--- src/rtl/debug_bridge_pkg.sv ---
// Shared constants for the debug byte bridge: source-mode encodings.
package debug_bridge_pkg;

    localparam int MODE_W = 2;

    localparam logic [MODE_W-1:0] MODE_IDLE   = 2'd0;
    localparam logic [MODE_W-1:0] MODE_HB     = 2'd1;
    localparam logic [MODE_W-1:0] MODE_LOOP   = 2'd2;
    localparam logic [MODE_W-1:0] MODE_MIRROR = 2'd3;

endpackage

--- src/rtl/debug_bridge_if.sv ---
// Bridge signal bundle: mode/clear control, UART rx pop, Ethernet snoop, UART tx stream and status.
interface debug_bridge_if
    import debug_bridge_pkg::*;
#(
    parameter int DW    = 8,
    parameter int CNT_W = 16,
    parameter int LVL_W = 5
) ();

    logic [MODE_W-1:0] i_mode;
    logic              i_clear;
    logic [DW-1:0]     i_uart_rdata;
    logic              i_uart_rready;
    logic              o_uart_rreq;
    logic [DW-1:0]     i_eth_sdata;
    logic              i_eth_svalid;
    logic [DW-1:0]     o_uart_wdata;
    logic              o_uart_wvalid;
    logic              i_uart_wready;
    logic [LVL_W-1:0]  o_fifo_level;
    logic [CNT_W-1:0]  o_drop_cnt;
    logic              o_overflow;

    // Bridge side.
    modport slave (
        input  i_mode, i_clear, i_uart_rdata, i_uart_rready, i_eth_sdata, i_eth_svalid,
               i_uart_wready,
        output o_uart_rreq, o_uart_wdata, o_uart_wvalid, o_fifo_level, o_drop_cnt, o_overflow
    );

    // Environment side.
    modport master (
        output i_mode, i_clear, i_uart_rdata, i_uart_rready, i_eth_sdata, i_eth_svalid,
               i_uart_wready,
        input  o_uart_rreq, o_uart_wdata, o_uart_wvalid, o_fifo_level, o_drop_cnt, o_overflow
    );

endinterface

--- src/rtl/debug_fifo.sv ---
// Synchronous FIFO with flush; a write into a full FIFO succeeds when a read frees the slot on the same edge.
module debug_fifo #(
    parameter int DW         = 8,
    parameter int FIFO_DEPTH = 16,
    localparam int AW        = $clog2(FIFO_DEPTH),
    localparam int LW        = AW + 1
) (
    input  logic          i_clk,
    input  logic          i_rst,
    input  logic          flush_i,
    input  logic          wr_en_i,
    input  logic [DW-1:0] wr_data_i,
    input  logic          rd_en_i,
    output logic [DW-1:0] rd_data_o,
    output logic          full_o,
    output logic          empty_o,
    output logic [LW-1:0] level_o
);

    logic [DW-1:0] mem [FIFO_DEPTH];
    logic [AW-1:0] wptr_q, wptr_d, rptr_q, rptr_d;
    logic [LW-1:0] level_q, level_d;
    logic          wr_ok, rd_ok;

    assign full_o    = (level_q == LW'(FIFO_DEPTH));
    assign empty_o   = (level_q == '0);
    assign level_o   = level_q;
    assign rd_data_o = mem[rptr_q];

    assign rd_ok = rd_en_i && !empty_o;
    assign wr_ok = wr_en_i && (!full_o || rd_ok);

    always_comb begin
        wptr_d  = wptr_q;
        rptr_d  = rptr_q;
        level_d = level_q;
        if (wr_ok) wptr_d = wptr_q + AW'(1);
        if (rd_ok) rptr_d = rptr_q + AW'(1);
        if (wr_ok && !rd_ok)      level_d = level_q + LW'(1);
        else if (rd_ok && !wr_ok) level_d = level_q - LW'(1);
    end

    always_ff @(posedge i_clk) begin
        if (!i_rst || flush_i) begin
            wptr_q  <= '0;
            rptr_q  <= '0;
            level_q <= '0;
        end else begin
            wptr_q  <= wptr_d;
            rptr_q  <= rptr_d;
            level_q <= level_d;
        end
    end

    always_ff @(posedge i_clk) begin
        if (wr_ok) mem[wptr_q] <= wr_data_i;
    end

endmodule

--- src/rtl/debug_bridge.sv ---
// Mode-selected byte source (heartbeat / UART loopback / Ethernet mirror) into a FIFO
// feeding a registered valid/ready stage toward the UART debug transmitter.
module debug_bridge
    import debug_bridge_pkg::*;
#(
    parameter int          DW         = 8,
    parameter int          FIFO_DEPTH = 16,
    parameter logic [DW-1:0] HB_BYTE  = 8'hA5,
    parameter int          HB_PERIOD  = 1000,
    parameter int          CNT_W      = 16,
    localparam int         LVL_W      = $clog2(FIFO_DEPTH) + 1,
    localparam int         HB_W       = $clog2(HB_PERIOD)
) (
    input  logic          i_clk,
    input  logic          i_rst,
    debug_bridge_if.slave bus
);

    logic [HB_W-1:0]  hb_cnt_q, hb_cnt_d;
    logic             rreq_q, rreq_d;
    logic             wvalid_q, wvalid_d;
    logic [DW-1:0]    wdata_q, wdata_d;
    logic [CNT_W-1:0] drop_cnt_q, drop_cnt_d;
    logic             ovf_q, ovf_d;

    logic             hb_fire, load, can_wr, drop;
    logic             fifo_wr;
    logic [DW-1:0]    fifo_wdata, fifo_rdata;
    logic             fifo_full, fifo_empty;
    logic [LVL_W-1:0] fifo_level;

    debug_fifo #(.DW(DW), .FIFO_DEPTH(FIFO_DEPTH)) u_fifo (
        .i_clk     (i_clk),
        .i_rst     (i_rst),
        .flush_i   (bus.i_clear),
        .wr_en_i   (fifo_wr),
        .wr_data_i (fifo_wdata),
        .rd_en_i   (load),
        .rd_data_o (fifo_rdata),
        .full_o    (fifo_full),
        .empty_o   (fifo_empty),
        .level_o   (fifo_level)
    );

    assign hb_fire = (bus.i_mode == MODE_HB) && (hb_cnt_q == HB_W'(HB_PERIOD - 1));
    assign load    = (!wvalid_q || bus.i_uart_wready) && !fifo_empty;
    assign can_wr  = !fifo_full || load;

    always_comb begin
        hb_cnt_d   = '0;
        fifo_wr    = 1'b0;
        fifo_wdata = bus.i_eth_sdata;
        drop       = 1'b0;
        if (bus.i_mode == MODE_HB && !hb_fire) hb_cnt_d = hb_cnt_q + HB_W'(1);

        // An issued rx pop always lands, even if the mode changed under it.
        if (rreq_q) begin
            fifo_wr    = 1'b1;
            fifo_wdata = bus.i_uart_rdata;
        end else begin
            case (bus.i_mode)
                MODE_HB: begin
                    fifo_wr    = hb_fire && can_wr;
                    fifo_wdata = HB_BYTE;
                end
                MODE_MIRROR: fifo_wr = bus.i_eth_svalid && can_wr;
                default: fifo_wr = 1'b0;
            endcase
        end
        drop = (bus.i_mode == MODE_MIRROR) && bus.i_eth_svalid && (rreq_q || !can_wr);

        rreq_d = (bus.i_mode == MODE_LOOP) && bus.i_uart_rready && !rreq_q && !fifo_full;

        wvalid_d = wvalid_q;
        wdata_d  = wdata_q;
        if (load) begin
            wvalid_d = 1'b1;
            wdata_d  = fifo_rdata;
        end else if (bus.i_uart_wready) begin
            wvalid_d = 1'b0;
        end

        drop_cnt_d = drop_cnt_q;
        if (drop && drop_cnt_q != '1) drop_cnt_d = drop_cnt_q + CNT_W'(1);
        ovf_d = ovf_q || drop;
    end

    always_ff @(posedge i_clk) begin
        if (!i_rst || bus.i_clear) begin
            hb_cnt_q   <= '0;
            rreq_q     <= 1'b0;
            wvalid_q   <= 1'b0;
            wdata_q    <= '0;
            drop_cnt_q <= '0;
            ovf_q      <= 1'b0;
        end else begin
            hb_cnt_q   <= hb_cnt_d;
            rreq_q     <= rreq_d;
            wvalid_q   <= wvalid_d;
            wdata_q    <= wdata_d;
            drop_cnt_q <= drop_cnt_d;
            ovf_q      <= ovf_d;
        end
    end

    assign bus.o_uart_rreq   = rreq_q;
    assign bus.o_uart_wvalid = wvalid_q;
    assign bus.o_uart_wdata  = wdata_q;
    assign bus.o_fifo_level  = fifo_level;
    assign bus.o_drop_cnt    = drop_cnt_q;
    assign bus.o_overflow    = ovf_q;

endmodule

--- src/flat_wrapper.sv ---
// flat-port wrapper written by rule: the top's interface ports become plain ports
module debug_bridge_flat import debug_bridge_pkg::*;
#(
    parameter int          DW         = 8,
    parameter int          FIFO_DEPTH = 16,
    parameter logic [DW-1:0] HB_BYTE  = 8'hA5,
    parameter int          HB_PERIOD  = 1000,
    parameter int          CNT_W      = 16,
    localparam int         LVL_W      = $clog2(FIFO_DEPTH) + 1,
    localparam int         HB_W       = $clog2(HB_PERIOD)
)
  (i_clk, i_rst, bus_i_mode, bus_i_clear, bus_i_uart_rdata, bus_i_uart_rready, bus_i_eth_sdata, bus_i_eth_svalid, bus_i_uart_wready, bus_o_uart_rreq, bus_o_uart_wdata, bus_o_uart_wvalid, bus_o_fifo_level, bus_o_drop_cnt, bus_o_overflow);
  debug_bridge_if #(.DW(DW), .CNT_W(CNT_W), .LVL_W(($clog2((16)) + 1))) bus_i ();
  input  logic i_clk;
  input  logic i_rst;
  input wire logic [$bits(bus_i.i_mode)-1:0] bus_i_mode;
  input wire logic [$bits(bus_i.i_clear)-1:0] bus_i_clear;
  input wire logic [$bits(bus_i.i_uart_rdata)-1:0] bus_i_uart_rdata;
  input wire logic [$bits(bus_i.i_uart_rready)-1:0] bus_i_uart_rready;
  input wire logic [$bits(bus_i.i_eth_sdata)-1:0] bus_i_eth_sdata;
  input wire logic [$bits(bus_i.i_eth_svalid)-1:0] bus_i_eth_svalid;
  input wire logic [$bits(bus_i.i_uart_wready)-1:0] bus_i_uart_wready;
  output wire logic [$bits(bus_i.o_uart_rreq)-1:0] bus_o_uart_rreq;
  output wire logic [$bits(bus_i.o_uart_wdata)-1:0] bus_o_uart_wdata;
  output wire logic [$bits(bus_i.o_uart_wvalid)-1:0] bus_o_uart_wvalid;
  output wire logic [$bits(bus_i.o_fifo_level)-1:0] bus_o_fifo_level;
  output wire logic [$bits(bus_i.o_drop_cnt)-1:0] bus_o_drop_cnt;
  output wire logic [$bits(bus_i.o_overflow)-1:0] bus_o_overflow;
  assign bus_i.i_mode = bus_i_mode;
  assign bus_i.i_clear = bus_i_clear;
  assign bus_i.i_uart_rdata = bus_i_uart_rdata;
  assign bus_i.i_uart_rready = bus_i_uart_rready;
  assign bus_i.i_eth_sdata = bus_i_eth_sdata;
  assign bus_i.i_eth_svalid = bus_i_eth_svalid;
  assign bus_i.i_uart_wready = bus_i_uart_wready;
  assign bus_o_uart_rreq = bus_i.o_uart_rreq;
  assign bus_o_uart_wdata = bus_i.o_uart_wdata;
  assign bus_o_uart_wvalid = bus_i.o_uart_wvalid;
  assign bus_o_fifo_level = bus_i.o_fifo_level;
  assign bus_o_drop_cnt = bus_i.o_drop_cnt;
  assign bus_o_overflow = bus_i.o_overflow;
  debug_bridge #(.DW(DW), .FIFO_DEPTH(FIFO_DEPTH), .HB_BYTE(HB_BYTE), .HB_PERIOD(HB_PERIOD), .CNT_W(CNT_W)) u_core (.i_clk(i_clk), .i_rst(i_rst), .bus(bus_i));
endmodule
--- config.mk ---
export PLATFORM = sky130hd
export DESIGN_NAME = debug_bridge_flat
export DESIGN_NICKNAME = d
export VERILOG_FILES = /design/src/rtl/debug_bridge_pkg.sv /design/src/rtl/debug_bridge_if.sv /design/src/rtl/debug_fifo.sv /design/src/rtl/debug_bridge.sv /design/src/flat_wrapper.sv
export SDC_FILE = /design/constraint.sdc
export NUM_CORES = 1
export LEC_CHECK = 0
export CORE_ASPECT_RATIO = 0.5
export CORE_MARGIN = 3
export CORE_UTILIZATION = 35
export CTS_BUF_LIST = sky130_fd_sc_hd__clkbuf_4
export DETAILED_ROUTE_END_ITERATION = 8
export PLACE_DENSITY = 0.53
export RECOVER_POWER = 25
export SLEW_MARGIN = 20
export SYNTH_ARGS = -nofsm -noshare
export SYNTH_HDL_FRONTEND = slang
export SYNTH_SLANG_ARGS = --single-unit
--- constraint.sdc ---
create_clock -name i_clk -period 10.2 [get_ports i_clk]
set_input_delay 2.04 -clock i_clk [delete_from_list [all_inputs] [get_ports i_clk]]
set_output_delay 2.04 -clock i_clk [all_outputs]
set_load 0.005 [all_outputs]
======== Word level (Yosys, flattened, before mapping) ========
Memory sizes are Yosys's and may differ from the RTL's. A register that Yosys moved wholly into a read port is not among the register bits.
Index checks and enable logic that the tools add are counted.
storage, ports and cells
  flip-flop bits (word level) ............. 42
  bits in latches ......................... 0
  memory bits (writable) .................. 128
  memory bits (read-only) ................. 0
  input port bits ......................... 24
  output and inout port bits .............. 32
  memories kept ........................... 1
memories
  memory             words  width  read ports  clocked after memory_dff  write ports  line              text
  u_core.u_fifo.mem  16     8      1           1                         1            debug_fifo.sv:20  logic [DW-1:0] mem [FIFO_DEPTH];
cells by class
  add/sub/neg operators ................... 6
  multiply operators ...................... 0
  div/mod/pow operators ................... 0
  order comparisons ....................... 0
  equal/unequal tests ..................... 6
  shift-type cells ........................ 0
  multiplexer cells ....................... 10
  bitwise logic cells ..................... 1
  reductions and logical operators ........ 34
operators by type and width
  operator                                          number
  adder 16 x 1 -> 16 bit, second input constant     1
  two-way mux 8 bit                                 2
  inequality test 16 bit, second input constant     1
  logical AND 1 bit                                 15
  adder 10 x 1 -> 10 bit, second input constant     1
  == test 10 bit, second input constant             1
  two-way mux 5 bit                                 2
  zero test 1 bit                                   9
  adder 4 x 1 -> 4 bit, second input constant       2
  logical OR 1 bit                                  6
  adder 5 x 1 -> 5 bit, second input constant       1
  == test 5 bit, second input constant              1
  zero test 5 bit                                   1
  two-way mux 1 bit                                 5
  subtractor 5 x 1 -> 5 bit, second input constant  1
  == test 2 bit, second input constant              2
  nonzero test 2 bit                                2
  == test 2 x 1 -> 1 bit, second input constant     1
  case mux 1 bit (2 select lines)                   1
  OR reduction 2 bit                                1
  inverter 1 bit                                    1

======== Logic depth before layout (Yosys ltp) ========
  depth in word-level cells ............... 12
  depth in mapped cells ................... 12
  gate-level depth less buffers ........... 11

======== Hierarchy ========
Synthesis repeated with hierarchy kept, for this count alone.
second synthesis, totals
  cell total of the unflattened synthesis .. 531
  area total of the unflattened synthesis .. 7583.5 µm²
by module, submodules not included
  module        instances  cells an instance  area each (µm²)
  debug_fifo    1          312                5780.5
  debug_bridge  1          219                1803.0

======== Worst setup path after synthesis ========
OpenSTA, ideal clock, no wires.
  path type ............................... input-to-reg
  start point ............................. input port bus_i_mode[1]
  end point ............................... register u_core.u_fifo.level_q[4], in the netlist u_core.u_fifo.level_o[4]
  setup time .............................. 0.121 ns
  arrival time ............................ 4.720 ns
  data required time ...................... 10.079 ns
  path slack .............................. 5.360 ns
  stages .................................. 11
  path buffers ............................ 1
  cell sequence ........................... nand2b_1 > nand4bb_1 > a21oi_1 > clkbuf_1 > ha_1 > inv_1 > fa_1 > a21o_1 > a21oi_1 > mux2i_1 > mux2_2
on the way
  cells in the longest elaborated chain, start to end .. 9
RTL lines
  what                                 line                                    text
  start: declaration                   flat_wrapper.sv:16                      input wire logic [$bits(bus_i.i_mode)-1:0] bus_i_mode;
  == test 2 x 1 -> 1 bit               debug_bridge.sv:45, debug_bridge.sv:61
  logical AND 1 bit                    debug_bridge.sv:45                      assign hb_fire = (bus.i_mode == MODE_HB) && (hb_cnt_q == HB_W'(HB_PERIOD - 1));
  logical AND 1 bit                    debug_bridge.sv:63                      fifo_wr = hb_fire && can_wr;
  case mux 1 bit (2 select lines) *    debug_bridge.sv:61                      case (bus.i_mode)
  two-way mux 1 bit *                  debug_bridge.sv:57                      if (rreq_q) begin
  logical AND 1 bit *                  debug_fifo.sv:31                        assign wr_ok = wr_en_i && (!full_o || rd_ok);
  named net u_core.u_fifo.wr_ok        debug_fifo.sv:23                        logic wr_ok, rd_ok;
  zero test 1 bit                      debug_fifo.sv:40                        else if (rd_ok && !wr_ok) level_d = level_q - LW'(1);
  logical AND 1 bit                    debug_fifo.sv:40
  nonzero test 2 bit (no source line)  n/a
  end signal: assignment               debug_fifo.sv:51                        level_q <= level_d;
  end: declaration                     debug_fifo.sv:22                        logic [LW-1:0] level_q, level_d;
Mark *: on every way through the listed nets, which the timed path passes. The rest lies on a longest branch.
A chain may end at the register's enable or synchronous reset.

======== Worst setup path after layout ========
  start point ............................. input port bus_i_mode[1]
  end point ............................... register u_core.u_fifo.level_q[4], in the netlist u_core.u_fifo.level_o[4]
on the way
  cells in the longest elaborated chain, start to end .. 9
RTL lines
  what                                 line
  == test 2 x 1 -> 1 bit               debug_bridge.sv:45, debug_bridge.sv:61
  logical AND 1 bit                    debug_bridge.sv:45
  logical AND 1 bit                    debug_bridge.sv:63
  case mux 1 bit (2 select lines) *    debug_bridge.sv:61
  two-way mux 1 bit *                  debug_bridge.sv:57
  logical AND 1 bit *                  debug_fifo.sv:31
  zero test 1 bit                      debug_fifo.sv:40
  logical AND 1 bit                    debug_fifo.sv:40
  nonzero test 2 bit (no source line)  n/a
Every way passes the cells marked *; elsewhere a longest branch is shown, timed or not.

==> metrics.md <==
| Metric | Value |
|---|---|
| RSZ-0062 raised after global routing | false |
| Initial antenna violation count | 1 |
| Gp weighted congestion | 0.721 |
| Status | completed |
| Clock Path Buffers | 2 |
| WL/cell | 18.0 microns |
| Slew @ Worst Pin | 1.08 ns |
| Hold Path Class | flip-flop to flip-flop |
| Relative slew margins | 27.9% |
| Syn_area_per_cell | 14.5 sq um |
| Final std cells w/o fill | 894 |
| Worst setup SP type | primary input |
| WHS Endpoint | u_core.hb_cnt_q[0]$_SDFF_PP0_ |
| Core Rows | 37 |
| Synth Flop Type | edfxtp_1 |
| Die Y | 110 microns |
| DRC errors left | 0 |
| Synth Register Bits | 178 |
| Unique cell type count in the Yosys netlist | 46 |
| Gate count after technology mapping | 524 |
| Largest net degree at the start of global routing | 44 |
| Vias in the first global route | 4460 |
| Peak VDD IR | 0.0747 mV |
| Core area | 20900 sq um |
| CTS tree | done |
| Hold path depth | 1 |
| Setup Buffers After CTS | 0 |
| Post-synth EDFFs | 128 |
| Synthesis-to-finish area growth | 15.3% |
| Drt first pass iters | 5 |
| Placed cells | 857 |
| Setup slack, reg-to-reg | 6.71 ns |
| Final number of setup-violating endpoints | 0 |
| Seq/Total Area, Yosys | 63.8% |
| Global-route wire length before repair | 25500 microns |
| Hold Fails Final Rpt | 0 |
| Root buf cell | clkbuf_4 |
| Fmax | 193 MHz |
| Worst Reg2Reg Path Length in Cells | 9 |
| Initial Util | 36.3% |
| Die width | 214 microns |
| Final period utilization | 50.7% |
| Total GRT Usage | 14.2% |
| Top cells by area, synth | edfxtp_1, dfxtp_1, mux4_2 |
| Share of layout cells above drive strength 1 | 14.4% |
| WL final | 16100 microns |
| NumNets Final | 620 |
| Leakage | 2.73 nW |
| Hold_buf cts | 0 |
| R2R Path End | u_core.u_fifo.level_o[4]$_SDFFE_PP0P_ |
| Critical Path AT | 5.62 ns |
| Power Density | 173 nW/um^2 |
| DR iter-0 viols | 205 |
| Critical path class | primary input to flip-flop |
| Clk pin slew, worst setup/hold paths | 0.16 ns |
| Worst r2r src | u_core.u_fifo.level_o[1]$_SDFFE_PP0P_ |
| Cts repair resizes | 0 |
| Global route total overflow | 0 |
| Post-synth ARST share | 0% |
| CTS Sinks | 178 |
| Die Area | 23600 sq um |
| Synth top area share | 50.6% |
| Worst Skew | 0.0313 ns |
| Max-cap violations | 0 |
| Final min period | 5.17 ns |
| Worst setup EP type | flip-flop |
| PortBufs | 55 |
| Dpl hpwl | 10600 microns |
| Clock latency on the worst-skew pair | 0.56 ns |
| Ports | 56 |
| Setup TNS | 0 ns |
| CP Max Fanout | 19 |
| CTS buffer count | 17 |
| Post-Syn Area | 7590 sq um |
| Min-delay src | u_core.hb_cnt_q[0]$_SDFF_PP0_ |
| H-tree levels | 4 |
| Via density | 5.04 |
| Synth warn | 0 |
| Post-synth top area cell | edfxtp_1 |
| Routed Antenna Nets | 0 |
| Vias | 4509 |
| Pins over their slew limit | 0 |
| WP data required | 10.64 ns |
| Syn Nets | 560 |
final cells by class:
cell class	instances	area [sq um]
multi-input combinational	310	2600
clock buffer	18	135
fill	1975	12200
inverter	9	33.8
clock inverter	14	141
antenna	5	12.5
sequential	178	4850
tap	292	365
timing repair buffer	68	626
cell usage in the layout, fill, tap and decap left out, drive strengths merged, types with 10 or more instances in the layout:
cell type / synthesis / final
dfxtp: 50 / 50
clkbuf: 14 / 24
edfxtp: 128 / 128
inv: 9 / 16
nand3: 15 / 15
ha: 11 / 11
clkdlybuf4s50: 0 / 52
a21oi: 10 / 10
nand2b: 14 / 14
nor4: 11 / 11
nor2: 31 / 31
o21ai: 10 / 10
mux2i: 32 / 32
mux4: 32 / 32
nand2: 33 / 33
and3: 23 / 23
critical path, cell delays in order:
cell and delay (ns):
dlygate4sd3_1 0.59, nand2b_1 0.32, nand4bb_1 0.36, a21oi_2 0.57
ha_1 0.28, inv_1 0.11, fa_1 0.41, a21o_1 0.19
a21oi_1 0.17, mux2i_1 0.22, mux2_2 0.34
cells in the mapped netlist (all sizes together), types with 3 or more instances:
cell type  instances
mux2i             32
or4                6
nand2             33
a21oi             10
inv                9
xnor2              8
nor3               8
o2111ai            3
o31ai              6
o22ai              8
edfxtp           128
o21ai             10
nor2b              4
nand3             15
nor2              31
buf               13
dfxtp             50
and3              23
o211ai             3
mux4              32
a31o               8
nor4              11
xor2               6
nand2b            14
clkbuf            14
ha                11
nand4              8
metal layers:
metal  vias to the layer above  routed length [microns]  track usage, %
met3                        10                      560            3.26
met1                      2269                     7860            19.8
met4                         0                      116            3.13
met2                        72                     7580            22.9
li1                       2158                        -               -
met5                         -                        0               0
cell families (layout without fill, tap and decap cells):
family / Yosys count / count (layout) / share of synthesized area (%)
multiplexers: 65 / 65 / 13.9
XOR/XNOR: 14 / 14 / 1.61
AO/OA/AOI/OAI: 57 / 57 / 5.21
buffers and inverters: 36 / 109 / 2.06
other: 0 / 5 / 0
adder cells (fa/ha/maj): 12 / 12 / 2.08
flip-flops: 178 / 178 / 63.8
AND/OR/NAND/NOR: 162 / 162 / 11.4
where the power goes:
| part | switching (mW) | internal [mW] |
|---|---|---|
| Clock | 0.271 | 0.112 |
| Sequential | 0.0258 | 0.799 |
| Combinational | 0.163 | 0.143 |
sequential cells by signal, indices dropped and copies added, names as in the netlist:
register / count
u_core.bus.o_drop_cnt: 16
u_core.bus.o_overflow: 1
u_core.bus.o_uart_rreq: 1
u_core.bus.o_uart_wdata: 8
u_core.bus.o_uart_wvalid: 1
u_core.hb_cnt_q: 10
u_core.u_fifo.level_o: 5
u_core.u_fifo.mem: 128
u_core.u_fifo.rptr_q: 4
u_core.u_fifo.wptr_q: 4
per-stage QoR:
step	area (sq um)	power [mW]	hold WS (ns)	setup WS [ns]	utilization (%)
2_1_floorplan	7590	1.05	0.418	5.36	-
3_3_place_gp	8490	1.15	0.428	4.34	40.6
3_5_place_dp	8500	1.15	0.442	4.23	40.6
4_1_cts	8770	1.54	0.470	4.83	41.9
5_1_grt	8760	1.59	0.500	4.76	41.8
6_report	8760	1.51	0.464	5.03	41.8
worst max path at each step:
| stage | from | endpoint | slack, ns | cells after the start |
|---|---|---|---|---|
| after floorplan | bus_i_mode[1] | u_core.u_fifo.level_o[4]$_SDFFE_PP0P_ | 5.36 | 11 |
| after global placement | bus_i_mode[1] | u_core.u_fifo.level_o[4]$_SDFFE_PP0P_ | 4.34 | 11 |
| after detailed placement | bus_i_mode[1] | u_core.u_fifo.level_o[4]$_SDFFE_PP0P_ | 4.23 | 11 |
| after CTS | bus_i_mode[1] | u_core.u_fifo.level_o[4]$_SDFFE_PP0P_ | 4.83 | 11 |
| after global routing | bus_i_mode[1] | u_core.u_fifo.level_o[4]$_SDFFE_PP0P_ | 4.76 | 11 |
| final | bus_i_mode[1] | u_core.u_fifo.level_o[4]$_SDFFE_PP0P_ | 5.03 | 11 |
(Power assumes the default switching activity.)
